$ cat src/rtl/dmem_arbiter.sv
// Two-port data-memory arbiter: port 0 (CPU) has priority, port 1 (DMA/debug) gets anti-starvation and locked bursts.
// Grants/address/data are combinational (0 cycles); rvalid one cycle later; denied requesters simply wait (cpu_stall).
module dmem_arbiter #(
    parameter int STARVE_LIMIT = 4,
    parameter int BURST_MAX    = 8
) (
    input  logic        clock,
    input  logic        reset,
    input  logic        req0,
    input  logic        we0,
    input  logic [31:0] addr0,
    input  logic [31:0] wdata0,
    input  logic        req1,
    input  logic        we1,
    input  logic        lock1,
    input  logic [31:0] addr1,
    input  logic [31:0] wdata1,
    input  logic [31:0] q_dmem,
    output logic        gnt0,
    output logic        gnt1,
    output logic        rvalid0,
    output logic        rvalid1,
    output logic [31:0] rdata,
    output logic        cpu_stall,
    output logic [31:0] address_dmem,
    output logic [31:0] data,
    output logic        wren
);

    localparam int SW = $clog2(STARVE_LIMIT + 1);
    localparam int BW = $clog2(BURST_MAX + 1);

    localparam logic [1:0] ARB   = 2'd0;
    localparam logic [1:0] BURST = 2'd1;
    localparam logic [1:0] COOL  = 2'd2;

    localparam logic [SW-1:0] STARVE_TOP = SW'(STARVE_LIMIT);
    localparam logic [BW-1:0] BURST_TOP  = BW'(BURST_MAX);

    logic [1:0]    state, state_nxt;
    logic [SW-1:0] starve;
    logic [BW-1:0] burst_cnt, burst_nxt;

    // Grants are forced low while reset is held so nothing reaches memory.
    always_comb begin
        gnt0 = 1'b0;
        gnt1 = 1'b0;
        if (!reset) begin
            case (state)
                BURST: begin
                    if (req1)      gnt1 = 1'b1;
                    else if (req0) gnt0 = 1'b1;
                end
                COOL: gnt0 = req0;
                default: begin
                    if (req1 && starve == STARVE_TOP) gnt1 = 1'b1;
                    else if (req0)                    gnt0 = 1'b1;
                    else if (req1)                    gnt1 = 1'b1;
                end
            endcase
        end
    end

    always_comb begin
        state_nxt = state;
        burst_nxt = burst_cnt;
        case (state)
            ARB: begin
                if (gnt1 && lock1) begin
                    state_nxt = BURST;
                    burst_nxt = BW'(1);
                end
            end
            BURST: begin
                if (!req1 || !lock1) begin
                    state_nxt = ARB;
                    burst_nxt = '0;
                end else begin
                    // Saturate so an idle port 0 lets the burst run on indefinitely.
                    if (burst_cnt != BURST_TOP) burst_nxt = burst_cnt + 1'b1;
                    if (req0 && burst_nxt == BURST_TOP) begin
                        state_nxt = COOL;
                        burst_nxt = '0;
                    end
                end
            end
            COOL: begin
                state_nxt = ARB;
                burst_nxt = '0;
            end
            default: begin
                state_nxt = ARB;
                burst_nxt = '0;
            end
        endcase
    end

    always_ff @(posedge clock or posedge reset) begin
        if (reset) begin
            state     <= ARB;
            burst_cnt <= '0;
            starve    <= '0;
            rvalid0   <= 1'b0;
            rvalid1   <= 1'b0;
        end else begin
            state     <= state_nxt;
            burst_cnt <= burst_nxt;
            // Only COOL can deny port 1 at the limit, so hold there rather than wrap.
            if (req1 && !gnt1)
                starve <= (starve == STARVE_TOP) ? starve : starve + 1'b1;
            else
                starve <= '0;
            rvalid0 <= gnt0 && !we0;
            rvalid1 <= gnt1 && !we1;
        end
    end

    assign rdata        = q_dmem;
    assign cpu_stall    = req0 && !gnt0;
    assign address_dmem = gnt0 ? addr0 : (gnt1 ? addr1 : 32'h0);
    assign data         = gnt0 ? wdata0 : (gnt1 ? wdata1 : 32'h0);
    assign wren         = (gnt0 && we0) || (gnt1 && we1);

endmodule
$ cat config.mk
export PLATFORM = sky130hd
export DESIGN_NAME = dmem_arbiter
export DESIGN_NICKNAME = d
export VERILOG_FILES = /design/src/rtl/dmem_arbiter.sv
export SDC_FILE = /design/constraint.sdc
export NUM_CORES = 1
export LEC_CHECK = 0
export CORE_AREA = 2 2 103 105
export CTS_CLUSTER_SIZE = 28
export DETAILED_ROUTE_END_ITERATION = 10
export DIE_AREA = 0 0 105 107
export PLACE_DENSITY = 0.63
export REMOVE_ABC_BUFFERS = 1
export SLEW_MARGIN = 40
export SYNTH_ARGS = -nofsm -noshare
export SYNTH_HDL_FRONTEND = slang
export SYNTH_SLANG_ARGS = --single-unit
$ cat constraint.sdc
create_clock -name clock -period 4.9 [get_ports clock]
set_input_delay 0.98 -clock clock [delete_from_list [all_inputs] [get_ports clock]]
set_output_delay 0.98 -clock clock [all_outputs]
set_load 0.005 [all_outputs]
Yosys cells after proc, flatten, opt, wreduce, memory -nomap -nowiden
Cells that the tools add are included.
{ "op_classes": {"n_mux": 27, "n_reduce_logical": 19, "n_eq_ne": 8, "addsub": 2} }
{ "op_table": {"columns": ["operator", "count"], "rows": [
  ["2-to-1 mux 32 bit", 4],
  ["2-to-1 mux 4 bit", 6],
  ["logical AND 1 bit", 9],
  ["2-to-1 mux 1 bit", 8],
  ["case mux 4 bit (2 select lines)", 1],
  ["zero test 1 bit", 6],
  ["2-to-1 mux 2 bit", 3],
  ["2-to-1 mux 3 bit", 2],
  ["adder 4 x 1 -> 4 bit (second input constant)", 1],
  ["== test 4 bit (second input constant)", 1],
  ["!= test 2 bit (second input constant)", 2],
  ["!= test 4 bit (second input constant)", 1],
  ["case mux 1 bit (2 select lines)", 2],
  ["case mux 2 bit (2 select lines)", 1],
  ["adder 3 x 1 -> 3 bit (second input constant)", 1],
  ["== test 3 bit (second input constant)", 1],
  ["!= test 3 bit (second input constant)", 1],
  ["== test 2 x 1 -> 1 bit (second input constant)", 1],
  ["== test 2 bit (second input constant)", 1],
  ["zero test 2 bit", 1],
  ["logical OR 1 bit", 2],
  ["AND reduction 2 bit", 1]
]} }
{ "word_totals": {"input_bits": 167, "ff_bits": 11} }

Depth between registers and ports, before layout
{ "depth": {"word_depth": 9, "mapped_depth": 7} }

Worst setup path before layout
Ideal clock, no wire load.
{ "synth_timing": {"kind": "in2out", "startpoint": "in req1", "endpoint": "out data[10]", "path_stages": 5, "path_buffers": 2, "arrival_time_ps": 2117, "path_slack_ps": 1803, "path_cell_list": "nand2b_1 -> a2111oi_4 -> buf_4 -> buf_4 -> a22o_1"} }
{ "synth_between": {"elab_chain_len": 7, "elab_cells_between_ends": 12, "cone_classes": "mux (11); reduce/logical (1)"} }
{ "synth_rtl": {"columns": ["element", "line_no", "text"], "rows": [
  ["from (decl)", "13", "input logic req1,"],
  ["2-to-1 mux 1 bit", "51, 58", null],
  ["2-to-1 mux 1 bit", "57", "else if (req0) gnt0 = 1'b1;"],
  ["2-to-1 mux 1 bit", "56", "if (req1 && starve == STARVE_TOP) gnt1 = 1'b1;"],
  ["case mux 1 bit (2 select lines)", "49", "case (state)"],
  ["2-to-1 mux 1 bit", "48", "if (!reset) begin"],
  ["2-to-1 mux 32 bit", "121", "assign data = gnt0 ? wdata0 : (gnt1 ? wdata1 : 32'h0);"],
  ["2-to-1 mux 32 bit (*)", "121", null],
  ["to (decl)", "26", "output logic [31:0] data,"]
]} }
Mark *: on every way between the ends. The rest lies on a longest branch, timed or not.

Worst setup path after layout
{ "layout_timing": {"startpoint": "in req1", "endpoint": "out data[3]"} }
Same word-level chain as after synthesis.

==> summary.txt <==
Element type at the critical path end -> output port
Fraction of layout cells with a size suffix above 1 -> 1.92%
Synthesized area -> 1670 µm²
Count of unique library cells instantiated by Yosys -> 36
Crit path max-delay cell type -> clkdlybuf4s50_1
DRT antenna net count -> 0
HP Class -> register to register
Most common cell after layout, fill and taps aside -> clkdlybuf4s50_1
Number of placed instances, taps included -> 496
Nets -> 539
CP Buf/Inv Count -> 4
Core Region -> 10100 µm²
DR pass1 iterations -> 4
Crit path kind -> primary input to output port
Worst Path Arrival -> 3.38 ns
Die Area -> 11200 µm²
Final HPWL DP -> 8420 µm
Pre-CTS WS -> 0.506 ns
Port Buf Inserts -> 204
First-pass GRT wire length -> 13600 µm
Crit path cell chain -> clkdlybuf4s50_1, nand2b_1, a2111oi_4, buf_12, nor2_4, buf_12, a22o_1, clkdlybuf4s50_1
Setup violators final -> 0
Min-delay src -> state[1]$_DFFE_PP0P_
RSZ-0062 raised after global routing -> false
Vias in the first global route -> 2250
Flop pwr share -> 16.4%
Post-Syn Instances -> 200
Initial Utilization -> 16.6%
Post-CTS sizing -> 0
PwrDens -> 202 nW/µm²
R2R Setup Slk -> 2.80 ns
Hold-fix buffers, CTS -> 0
Post-Layout Cell Count -> 501
Top-area cell type share of the netlist area -> 35.1%
Vias/cell -> 4.64
Rows -> 37
Largest net degree at the start of global routing -> 70
Post-synthesis sequential area ratio -> 16.5%
Most frequent cells in the layout -> clkdlybuf4s50_1 (204), a22o_1 (67), inv_1 (11), dfrtp_1 (11), nor2_1 (9)
CTS Buf Count -> 3
Detailed Route WL -> 10100 µm
WP data required -> 3.92 ns
Hold Path Depth -> 1
Status -> complete, no violations
Minimum hold slack -> 0.536 ns
Min cycle time layout -> 4.36 ns
Final Slew Violations -> 0
Root buffer cell -> clkbuf_8
R2r endpoint -> burst_cnt[1]$_DFFE_PP0P_
Worst Tran Pin Value -> 0.639 ns
Max-cap violations -> 0
FF-to-FF Start -> state[0]$_DFFE_PP0P_
Hold Path End -> state[1]$_DFFE_PP0P_
Synth area leader -> a22o_1
GRT Overall Usage -> 16.4%
VDD IR max -> 89.7 µV
Crit share post-route -> 89.1%
Area growth from synthesis to layout -> 119%
Max Buffers Root-to-Sink -> 2
Seq cells post-synth -> 11
Die Span X -> 105 µm
GRT overflow -> 0
P_sw -> 0.000249 W
GP Congestion -> 0.797
Power Internal -> 0.000491 W
Final setup skew -> 0.00132 ns
Starting DRT DRC Count -> 84
Clock Pin Slew Worst Setup and Hold Paths -> 0.05 ns
DIE HEIGHT -> 107 µm
DR WL/cell -> 20.1 µm
H-tree levels -> 1
Fin worst setup slack -> 0.536 ns
Worst path max stage delay -> 0.52 ns
Worst-skew pair later-pin latency -> 0.24 ns
Synth warn -> 0
I/O pins -> 269
Critical-path maximum fanout -> 69
Worst path top cell family by delay -> buffers and inverters
Lkg Pwr -> 1.40 nW
Final number of hold-violating endpoints -> 0
Initial antenna violation count -> 0
Setup bufs post-CTS -> 0
TritonCTS clock tree -> built
DRC viols -> 0
Largest cells by area after synthesis -> a22o_1 (35%), dfrtp_1 (16%), buf_4 (16%)
Clock sink count -> 11
Via count -> 2327
Slew HR -> 57.3%
Syn_area_per_cell -> 8.35 µm²
Clock share of power -> 12.4%
Sw Share -> 33.7%
Reg2reg path depth -> 6
Combinational power share -> 71.2%
CP Launch Type -> primary input
FMAX -> 0.229 GHz
[Yosys cell counts (all sizes together)]
master	n
a2111oi	1
a211o	1
a211oi	1
a21oi	5
a221o	1
a221oi	1
a22o	67
a31oi	1
and2	2
and3	2
and3b	1
and4b	1
buf	43
clkbuf	3
dfrtp	11
ha	7
inv	11
nand2	6
nand2b	4
nand3	3
nand3b	1
nand4	1
nor2	10
nor2b	4
nor3	2
o2111ai	1
o211ai	2
o21ai	1
o22a	2
o22ai	1
o31ai	1
xnor2	2
[registers in the layout (all words and copies together) (netlist names)]
register	flops
burst_cnt	4
rvalid0	1
state	2
starve	3
rvalid1	1
[area by class of cell]
type	instances	area, µm²
Fill cell	1087	6430
Timing Repair Buffer	206	2080
Tap cell	136	170
Antenna cell	1	2.50
Sequential cell	11	275
Multi-Input combinational cell	132	1050
Clock buffer	4	45.0
Inverter	11	41.3
[worst register-to-register path, cell delays in order, from the launching register on]
cell	delay, ns
dfrtp_1	0.38
inv_1	0.10
ha_1	0.35
nand2b_1	0.18
o2111ai_1	0.54
and2_1	0.31
o21ai_0	0.12
[cell families (layout without fill, tap and decap cells)]
family	after synthesis	after routing	share of synthesized area [%]
buf+inv	57	221	21.2
fa+ha+maj	7	7	5.24
compound gates	86	86	44.3
xor+xnor	2	2	1.05
other cells	0	1	0
flops	11	11	16.5
simple gates	37	37	11.7
[power groups by stage]
stage | Combinational [W] | Sequential (W) | Clock [W]
after floorplan | 0.000210 | 0.000118 | 0
after global placement | 0.000524 | 0.000121 | 0
after detailed placement | 0.000527 | 0.000121 | 0
after CTS | 0.000531 | 0.000121 | 0.0000942
after global routing | 0.000564 | 0.000123 | 0.0000976
final | 0.000528 | 0.000121 | 0.0000920
[worst max path at each step]
| stage | from | slack (ns) | endpoint | cells after the start |
|---|---|---|---|---|
| after CTS | req1 | 0.49 | data[3] | 8 |
| after detailed placement | req1 | 0.51 | data[3] | 8 |
| after global routing | req1 | 0.43 | data[3] | 8 |
| after floorplan | req1 | -0.49 | address_dmem[0] | 4 |
| final | req1 | 0.54 | data[3] | 8 |
| after global placement | req1 | 0.52 | data[3] | 8 |
[metal layers]
layer	part of all wire (%)	vias to the layer above	global-route usage (%)
met5	0.56	-	3.81
met4	0.20	2	1.43
met2	42	189	23.8
met3	13	6	9.30
li1	-	1063	-
met1	44	1067	21.5
[stage by stage]
step	setup TNS, ns	area, µm²	total power, W	util, %
after floorplan	-31.38	1360	0.000328	-
after global placement	0	3610	0.000645	35.8
after detailed placement	0	3610	0.000648	35.8
after CTS	0	3660	0.000746	36.3
after global routing	0	3660	0.000784	36.3
final	0	3660	0.000741	36.3
No activity file was read; power rests on OpenSTA's default activity.
==> variant (same settings) <==
The parameter `BURST_MAX` goes from 8 to 4.
--- a/src/rtl/dmem_arbiter.sv
+++ b/src/rtl/dmem_arbiter.sv
@@ -4,3 +4,3 @@
     parameter int STARVE_LIMIT = 4,
-    parameter int BURST_MAX    = 8
+    parameter int BURST_MAX    = 4
 ) (
Check against the original RTL: not equivalent (Yosys sat finds a counterexample within 10 cycles, from zero or initial values and one cycle with reset high).
==> variant against the original RTL <==
- routed wire length shrank 6.7%
- via count decreased by 3.1%
- sequential cell count shrank 1
- largest power group unchanged
- worst setup slack better by 0.052 ns
- worst hold slack better by 0.024 ns
- cell area fell by 0.48%
- total power increased by 42%
- first-iteration DRC count increased by 50%
- synthesized area down 3.0%
==> variant: results (changes against the original RTL) <==
Status
  • Status: complete, no violations (unchanged)

Logic synthesis
  • Synth top area cells: a22o_1 36%, buf_4 18%, dfrtp_1 15% (was a22o_1 35%, dfrtp_1 16%, buf_4 16%)
  • XOR/XNOR Fraction of Synth Area: 0.541% (was 1.05%)
  • Synth Area in Adders: 5.41% (was 5.24%)
  • Top cells by count, synth: 66 x a22o_1, 38 x buf_4, 13 x inv_1 (was 67 x a22o_1, 35 x buf_4, 11 x dfrtp_1, 11 x inv_1, 9 x nor2_1)
  • Sequential area share after synthesis: 15.4% (was 16.5%)
  • Compound-cell area share of the yosys netlist: 45.9% (was 44.3%)
  • Mapped Avg Cell Area: 8.44 um^2 (was 8.35 um^2)

Route
  • Drt total wl: 9410 um (was 10100 um)
  • DR iter-0 viols: 126 (was 84)

Place
  • GPL Wtd Cong: 0.865 (was 0.797)
  • DP Cell Count: 495 (was 496)
  • Pre-CTS setup slack: 0.557 ns (was 0.506 ns)
  • Half-perimeter wire length after placement: 8020 um (was 8420 um)

Setup path
  • Slowest cell on crit path: clkdlybuf4s50_1 (unchanged)
  • Reg2Reg Depth: 7 (was 6)
  • Worst Setup EP: data[15] (was data[3])
  • RR Startpoint: state[1]$_DFFE_PP0P_ (was state[0]$_DFFE_PP0P_)
  • Worst-path fanout max: 19 (was 69)
  • R2R setup slack: 2.97 ns (was 2.80 ns)
  • Critical Path Source: req0 (was req1)

Timing
  • Slew @ Worst Pin: 0.478 ns (was 0.639 ns)
  • Worst-case clock skew: 0.00350 ns (was 0.00132 ns)
  • Peak Freq: 232 MHz (was 229 MHz)

Global route
  • All-layer global routing usage: 15.5% (was 16.4%)
  • Initial antenna violation count: 1 (was 0)
  • First-pass GRT wire length: 13300 um (was 13600 um)
  • Largest net degree at the start of global routing: 43 (was 70)

Finish
  • Share of cells above drive strength 1: 6.34% (was 1.92%)
  • Regs by FF count: burst_cnt: 3 flops, starve: 3 flops, state: 2 flops (was burst_cnt: 4 flops, starve: 3 flops, state: 2 flops)
  • Fin nets: 538 (was 539)

Power
  • Pleak: 1.40 nW (about the same)
  • VDD IR max: 108 uV (was 89.7 uV)

Min path
  • Worst Hold Launch: burst_cnt[1]$_DFFE_PP0P_ (was state[1]$_DFFE_PP0P_)
variant: where the power goes:
part | internal, mW | switching, mW
clock | 0.0709 | 0.0358
sequential | 0.104 | 0.0167
combinational | 0.490 | 0.335
variant: logic make-up after synthesis:
logic type / Yosys count
buffers and inverters: 58
AOI/OAI and AO/OA: 87
xor gates and xnor gates: 1
adders and majority gates: 7
and+or+nand+nor: 29
DFF: 10
variant: stage by stage:
stage,util (%),total power [mW]
finish,36.1,1.05
global route,36.1,1.14
CTS,36.1,1.06
detailed placement,35.5,0.951
global placement,35.4,0.939
floorplan,-,0.493
variant: final cells by class:
cell class,instances,area share (%)
Timing Repair Buffer,212,57.9
Multi-Input combinational cell,124,27.7
Sequential cell,10,6.87
Tap cell,136,4.67
Clock buffer,4,1.51
Inverter,13,1.34
Antenna cell,1,0.0687
variant: per-layer routing:
| layer | wire length (um) | vias up | track usage [%] |
|---|---|---|---|
| li1 | - | 1046 | - |
| met1 | 3680 | 1058 | 17.8 |
| met2 | 4280 | 136 | 23.5 |
| met3 | 1270 | 13 | 10.8 |
| met4 | 129 | 2 | 2.67 |
| met5 | 55 | - | 4.29 |
variant: how the worst min path moves through the flow:
stage	endpoint	slack [ns]	cells past startpoint
2_1_floorplan	state[1]$_DFFE_PP0P_	0.52	2
6_report	burst_cnt[1]$_DFFE_PP0P_	0.56	2
3_5_place_dp	starve[1]$_DFFE_PP0P_	0.56	2
4_1_cts	starve[1]$_DFFE_PP0P_	0.57	2
5_1_grt	starve[1]$_DFFE_PP0P_	0.60	2
3_3_place_gp	burst_cnt[1]$_DFFE_PP0P_	0.54	2
variant: worst max-delay path: cells and delay by family:
family,cells,cell delay (ns)
buf+inv,3,1.36
compound gates,3,0.57
simple gates,1,0.40
